[src/rtl/issue_select_pkg.sv]
// Shared sizing for the issue window and the issue-select output stage.
package issue_select_pkg;

   localparam int INST_WIDTH_DEF  = 47;
   localparam int NUM_ENTRIES_DEF = 4;
   localparam int ISSUE_CNT_W     = 16;

   // Issue-window sizing used alongside the capped issue entries.
   localparam int ENTRY_DEPTH     = 2;
   localparam int WINDOW_SLOTS    = NUM_ENTRIES_DEF * ENTRY_DEPTH;

   // Pointer advance modulo n; never produces an out-of-range value for non-power-of-two n.
   function automatic int unsigned wrap_inc(input int unsigned p, input int unsigned n);
      return (p + 1 >= n) ? 0 : p + 1;
   endfunction

endpackage

[src/rtl/issue_select_rr_pick.sv]
// Combinational round-robin picker: first set request at or after start, wrapping.
module rr_pick
   import issue_select_pkg::*;
#(
   parameter int NUM_ENTRIES = NUM_ENTRIES_DEF,
   parameter int IDX_W       = $clog2(NUM_ENTRIES)
) (
   input  logic [NUM_ENTRIES-1:0] req,
   input  logic [IDX_W-1:0]       start,
   output logic [NUM_ENTRIES-1:0] grant,
   output logic [IDX_W-1:0]       idx,
   output logic                   any
);

   int unsigned pos;

   always_comb begin
      grant = '0;
      idx   = '0;
      pos   = 0;
      any   = |req;
      // Walk offsets from far to near so the closest request to start wins.
      for (int k = NUM_ENTRIES - 1; k >= 0; k--) begin
         pos = int'(start) + k;
         if (pos >= NUM_ENTRIES) pos = pos - NUM_ENTRIES;
         if (req[pos]) idx = IDX_W'(pos);
      end
      if (any) grant[idx] = 1'b1;
   end

endmodule

[src/rtl/issue_select.sv]
// Round-robin issue select with a registered, fully decoupled execute stage.
module issue_select
   import issue_select_pkg::*;
#(
   parameter int INST_WIDTH  = INST_WIDTH_DEF,
   parameter int NUM_ENTRIES = NUM_ENTRIES_DEF,
   parameter int IDX_W       = $clog2(NUM_ENTRIES)
) (
   input  logic                              clk,
   input  logic                              rst,
   input  logic                              flush,
   input  logic [NUM_ENTRIES*INST_WIDTH-1:0] entry_instr,
   input  logic [NUM_ENTRIES-1:0]            entry_valid,
   output logic [NUM_ENTRIES-1:0]            entry_ready,
   output logic [INST_WIDTH-1:0]             exec_instr,
   output logic                              exec_valid,
   input  logic                              exec_ready,
   output logic [IDX_W-1:0]                  exec_idx,
   output logic [ISSUE_CNT_W-1:0]            issue_count
);

   logic [IDX_W-1:0]       rr_ptr;
   logic [NUM_ENTRIES-1:0] pick_grant;
   logic [IDX_W-1:0]       pick_idx;
   logic                   pick_any;
   logic                   load;
   logic                   issue;
   logic [INST_WIDTH-1:0]  pick_instr;
   logic [IDX_W-1:0]       ptr_next;

   rr_pick #(
      .NUM_ENTRIES (NUM_ENTRIES),
      .IDX_W       (IDX_W)
   ) u_rr_pick (
      .req   (entry_valid),
      .start (rr_ptr),
      .grant (pick_grant),
      .idx   (pick_idx),
      .any   (pick_any)
   );

   // Output stage takes a new word when empty or draining; flush wins over exec_ready.
   assign load  = !flush && (!exec_valid || exec_ready);
   assign issue = load && pick_any && rst;

   assign entry_ready = issue ? pick_grant : '0;
   assign pick_instr  = entry_instr[pick_idx*INST_WIDTH +: INST_WIDTH];
   assign ptr_next    = IDX_W'(wrap_inc(int'(pick_idx), NUM_ENTRIES));

   always_ff @(posedge clk or negedge rst) begin
      if (!rst) begin
         exec_valid  <= 1'b0;
         exec_instr  <= '0;
         exec_idx    <= '0;
         rr_ptr      <= '0;
         issue_count <= '0;
      end else if (flush) begin
         exec_valid <= 1'b0;
      end else if (load) begin
         exec_valid <= pick_any;
         if (pick_any) begin
            exec_instr  <= pick_instr;
            exec_idx    <= pick_idx;
            rr_ptr      <= ptr_next;
            issue_count <= issue_count + 1'b1;
         end
      end
   end

endmodule

[config.mk]
export PLATFORM = sky130hd
export DESIGN_NAME = issue_select
export DESIGN_NICKNAME = d
export VERILOG_FILES = /design/src/rtl/issue_select_pkg.sv /design/src/rtl/issue_select_rr_pick.sv /design/src/rtl/issue_select.sv
export SDC_FILE = /design/constraint.sdc
export NUM_CORES = 1
export LEC_CHECK = 0
export CAP_MARGIN = 20
export CORE_MARGIN = 4
export CORE_UTILIZATION = 37
export CTS_CLUSTER_SIZE = 10
export DETAILED_ROUTE_END_ITERATION = 6
export PLACE_DENSITY = 0.87
export SYNTH_ARGS = -nofsm -noshare
export SYNTH_HDL_FRONTEND = slang
export SYNTH_SLANG_ARGS = --single-unit
[constraint.sdc]
create_clock -name clk -period 2.22 [get_ports clk]
set_clock_uncertainty 0.05 [all_clocks]
set_input_delay 0.444 -clock clk [delete_from_list [all_inputs] [get_ports clk]]
set_output_delay 0.444 -clock clk [all_outputs]
set_load 0.02 [all_outputs]
==> results of run 1 <==
repair_timing:
item | in CTS | in global routing
endpoints found under the hold margin | 2 | 0
setup endpoints to repair | 53 | 51
pin swaps | 5 | 2
gates resized for setup | 39 | 13
setup buffers | 4 | 2
hold buffers | 1 | 0
cells in the mapped netlist, types with 3 or more instances:
cell type  instances  area (µm²)
a211o_1           47         412
a21oi_1           95         475
buf_2             18        90.1
buf_6              9         101
clkbuf_1           9        33.8
dfrtp_1           68        1700
ha_1               3        37.5
nand2_1          209         785
nand3_1            4        20.0
nand4_1            4        25.0
nor2_1             6        22.5
nor2b_1            4        25.0
nor3_1             5        25.0
xnor2_1           11        96.3
xor2_1             4        35.0
flip-flops by register name, summed over array words and instances, names as in the netlist:
| signal | count |
|---|---|
| exec_idx | 2 |
| exec_valid | 1 |
| exec_instr | 47 |
| issue_count | 16 |
| rr_ptr | 2 |
layer usage:
layer / track usage (%) / part of all wire, % / wire length (µm) / vias up
met3: 7.55 / 9.2 / 1490 / 37
met2: 43.5 / 51 / 8220 / 254
li1: - / - / - / 2276
met5: 0 / 0 / 0 / -
met1: 26.3 / 38 / 6060 / 2265
met4: 7.05 / 2.2 / 352 / 0
stage by stage:
step | power [µW] | TNS, ns | worst slack, ns | util (%)
floorplan | 3650 | 0 | 0.0308 | -
global placement | 5080 | -28.62 | -0.717 | 65.3
detailed placement | 5170 | -34.81 | -0.762 | 65.3
CTS | 6250 | -0.839 | -0.128 | 67.9
global route | 6630 | -0.811 | -0.234 | 68.3
finish | 6300 | -0.599 | -0.187 | 68.3
final timing paths:
check	slack, ns	start	endpoint	cells past startpoint
min in group clk	0.43	issue_count[15]	issue_count[15]	1
min reg2reg	0.43	issue_count[15]	issue_count[15]	1
max reg2reg	0.03	rr_ptr[1]	exec_instr[39]	7
min	0.40	rst	rr_ptr[0]	2
max	-0.19	rr_ptr[1]	entry_ready[0]	5
max in group asynchronous	1.05	rst	exec_instr[41]	3
final cells by class:
cell class / count / area, µm²
repair buffers: 291 / 2920
clock inverters: 7 / 67.6
fillers: 822 / 3310
multi-input cells: 408 / 2160
inverters: 3 / 13.8
clock buffers: 9 / 124
well taps: 136 / 170
flip-flops and latches: 68 / 1700
power breakdown:
| group | switching [µW] | internal (µW) |
|---|---|---|
| Combinational | 1710 | 1630 |
| Clock | 496 | 512 |
| Sequential | 303 | 1650 |
cells by family after synthesis:
family,count (synthesis),share of synthesized area (%)
and+or+nand+nor,241,23.9
buffers and inverters,41,6.29
muxes,1,0.279
AOI/OAI and AO/OA,148,23.2
DFF,68,42.2
xor gates and xnor gates,15,3.26
adders and majority gates,3,0.930
==> impl_metrics.tcl, run 1 <==
set metrics [dict create \
    fin_crit_sh_pct 108 \
    finalMaxSlewViolations 0 \
    cts_buffers 9 \
    yosys_warnings 0 \
    worst_pin_slew_ns 0.471 \
    max_cap_viol_count 0 \
    crit_arrival_ns 1.91 \
    grt_start_max_net_pins 94 \
    synth-edff-count 0 \
    violations "negative setup slack" \
    placed_area_um2 6830 \
    crit_required_ns 1.73 \
    place_inst 899 \
    rsz0062_at_grt "yes" \
    synthFlopType "dfrtp_1" \
    final_common_cell "clkdlybuf4s50_1" \
    async_flop_share_pct 100 \
    layout_setup_ws_ns -0.187 \
    die_w_um 112 \
    finalInstanceArea_um2 7150 \
    drt_iter0_drc 371 \
    power.density_nw_per_um2 881 \
    finalHoldViolCount 0 \
    remaining_drc_errors 0 \
    total_leakage_power_uw 0.00328 \
    clk_path_buf_depth 2 \
    cp_slowest_cell "dfrtp_2" \
    status "finished, violations left" \
    clk_pin_slew_ns 0.08 \
    critPathLaunchType "register" \
    setup.worst_path.class "reg2out" \
    h-tree-depth 3 \
    io_pins 266 \
    antenna_found_initial 0 \
    synth_nets 716 \
    clock_sinks 68 \
    yosysSeqAreaShare_pct 42.2 \
    dieArea_um2 12600 \
    min_path_type "in2async" \
    drt_wl_total_mm 16.1 \
    slew_headroom_pct 68.6 \
    grt_overflow 0 \
    hpwlAfterDp_mm 11.4 \
    ant_nets 0 \
    avgSynthCellArea_um2 7.80 \
    gp_congestion 0.934 \
    timing.fmax_mhz 415 \
    cpPeakStageDelay_ns 0.47 \
    ir_drop_mv 0.929 \
    dieHeight_um 112 \
    via_per_inst 5.24 \
    synth_seq_cells 68 \
    cp.buffers_inverters 2 \
    cts_tree "yes" \
    drive_gt1_share_pct 8.02 \
    whs_ns 0.399 \
    core_um2 10500 \
    cpMostUsedCell "buf_4" \
    setup_viol 4 \
    min_period_ns 2.41 \
    vias 4832 \
    start_util_pct 38.6 \
    num_rows 37 \
    synth_cell_type_count 31 \
    crit_fanout 6 \
    diodes 0 \
    root_buffer "clkbuf_8" \
    endpoint_kind "primary output" \
    portBuffers 265 \
    grt_usage_pct 23.8 \
    routedWlPerCell_um 17.5 \
    fin_cells 922 \
    nets 980 \
    grt_pass1_wl_mm 24.2 \
    grt_pass1_vias 4694 \
    area_growth_pct 77.2 \
    drt-pass1-iter-count 5 \
    crit_chain "mux2_4 -> o221a_4 -> buf_4 -> nor3_2 -> buf_4" \
    mostFrequentLayoutCells "clkdlybuf4s50_1 (256), nand2_1 (209), a21oi_1 (95), dfrtp_1 (67), a211o_1 (47)" \
    synth_area_um2 4040 \
    crit_family "flip-flops" \
    synthCells 517 \
    worstSkewPairLatency_ns 0.34 \
]
Power figures use the tool's default switching activity.
==> run 2: changes to the inputs <==
Settings changed: CORE_MARGIN 4 to default.
==> impl_metrics.tcl, run 2 (synthesis results as in run 1) <==
set metrics [dict create \
    status "finished, violations left" \
    p_sw_uw 2510 \
    max_cap_viol_count 0 \
    grt_pass1_wl_mm 23.5 \
    min_to "issue_count[15]" \
    vias 4841 \
    finalHoldViolCount 0 \
    drt-pass1-iter-count 4 \
    hpwlAfterDp_mm 11.1 \
    start_util_pct 38.6 \
    combPwrFrac_pct 51.2 \
    largest_reg_flops 47 \
    fin_cells 927 \
    r2r-end "exec_instr[45]" \
    diodes 0 \
    grt_usage_pct 26.4 \
    clk_path_buf_depth 2 \
    total_leakage_power_uw 0.00333 \
    dieArea_um2 11300 \
    num_rows 37 \
    r2r-start "rr_ptr[1]" \
    crit_arrival_ns 1.92 \
    layout_setup_ws_ns -0.194 \
    via_per_inst 5.22 \
    clkPwrFrac_pct 19.1 \
    crit_required_ns 1.73 \
    violations "negative setup slack" \
    placed_area_um2 6850 \
    rsz0062_at_grt "yes" \
    total_power_uw 6590 \
    p_int_uw 4080 \
    ir_drop_mv 0.752 \
    mostFrequentLayoutCells "clkdlybuf4s50_1 (256), nand2_1 (208), a21oi_1 (95), dfrtp_1 (67), a211o_1 (47)" \
    drt_iter0_drc 329 \
    routedWlPerCell_um 17.0 \
    root_buffer "clkbuf_8" \
    setup_viol 4 \
    pre_cts_slack_ns -0.740 \
    cts_buffers 9 \
    ant_nets 0 \
    hold_depth 1 \
    min_from "issue_count[15]" \
    fillers 820 \
    cts_tree "yes" \
    reg2reg_depth 8 \
    io_pins 266 \
    power.density_nw_per_um2 911 \
    regArea_um2 1700 \
    finalInstanceArea_um2 7240 \
    switching_share_pct 38.1 \
    worst_pin_slew_ns 0.488 \
    portBuffers 265 \
    grt_overflow 0 \
    min_period_ns 2.41 \
    setup.worst_path.class "reg2out" \
    crit_fanout 5 \
    reg2reg_slack_ns 0.02 \
    grt_pass1_vias 4776 \
    grt_start_max_net_pins 62 \
    core_um2 10500 \
    remaining_drc_errors 0 \
    min_path_type "reg2reg" \
    drt_wl_total_mm 15.8 \
    clock_sinks 68 \
    clk_pin_slew_ns 0.08 \
    top_regs "exec_instr: 47 flops, issue_count: 16 flops" \
    multi_input_area_um2 2150 \
    area_growth_pct 79.3 \
    endpoint_kind "primary output" \
    finalMaxSlewViolations 0 \
    drive_gt1_share_pct 8.60 \
    worstSkewPairLatency_ns 0.34 \
    top_register "exec_instr" \
    gp_congestion 0.864 \
    nets 985 \
    fin_tns_setup_ns -0.673 \
    die_w_um 106 \
    final_common_cell "clkdlybuf4s50_1" \
    critPathLaunchType "register" \
    h-tree-depth 3 \
    p_seq_share_pct 29.6 \
    place_inst 903 \
    dieHeight_um 106 \
    timing.fmax_mhz 414 \
    antenna_found_initial 0 \
    slew_headroom_pct 67.5 \
    fin_crit_sh_pct 109 \
]
## run 2: layout make-up
class,instances,area share (%)
clock buffers,10,1.90
flip-flops and latches,68,23.5
inverters,3,0.190
clock inverters,6,1.54
well taps,136,2.35
multi-input cells,408,29.7
repair buffers,296,40.8
## run 2: worst max-delay path by stage
stage / startpoint / to / slack [ns] / cells past startpoint
3_5_place_dp: entry_valid[1] / entry_ready[2] / -0.74 / 7
3_3_place_gp: entry_valid[1] / entry_ready[2] / -0.70 / 7
4_1_cts: rr_ptr[1] / entry_ready[3] / -0.11 / 7
5_1_grt: rr_ptr[1] / entry_ready[3] / -0.25 / 7
2_1_floorplan: entry_valid[1] / entry_ready[2] / 0.03 / 7
6_report: rr_ptr[1] / entry_ready[3] / -0.19 / 7
## run 2: layer usage
metal / track usage, % / up-vias / wire, µm
met5: 0 / - / 0
met4: 13.4 / 0 / 559
met3: 7.17 / 48 / 1300
met2: 46.8 / 235 / 8100
met1: 28.9 / 2260 / 5800
li1: - / 2298 / -
## run 2: repair_timing
action	CTS	global route
gates resized for setup	42	9
setup endpoints to repair	41	29
cloned	0	0
pin swaps	5	1
buffers inserted	5	2
endpoints found under the hold margin	2	0
hold buffers	1	0
## run 2: per-stage QoR
step	hold slack (ns)	utilization (%)
after global placement	0.207	65.4
after global routing	0.414	69.2
after floorplan	0.0984	-
after CTS	0.367	68.8
final	0.426	69.2
after detailed placement	0.206	65.4
## run 2: worst max-delay path, stage by stage, from the launching register on
cell and delay [ns]:
dfrtp_2 0.44, buf_6 0.12, nand2_2 0.05, a221o_1 0.34, and2_4 0.18, ha_2 0.17
and3_4 0.14, buf_6 0.12
## run 2: power groups by stage
stage               sequential (µW)  combinational [µW]  clock (µW)
floorplan                      2410                1240           0
global placement               1930                3160           0
detailed placement             1960                3230           0
CTS                            1940                3320        1290
global route                   2000                3600        1350
finish                         1950                3380        1260
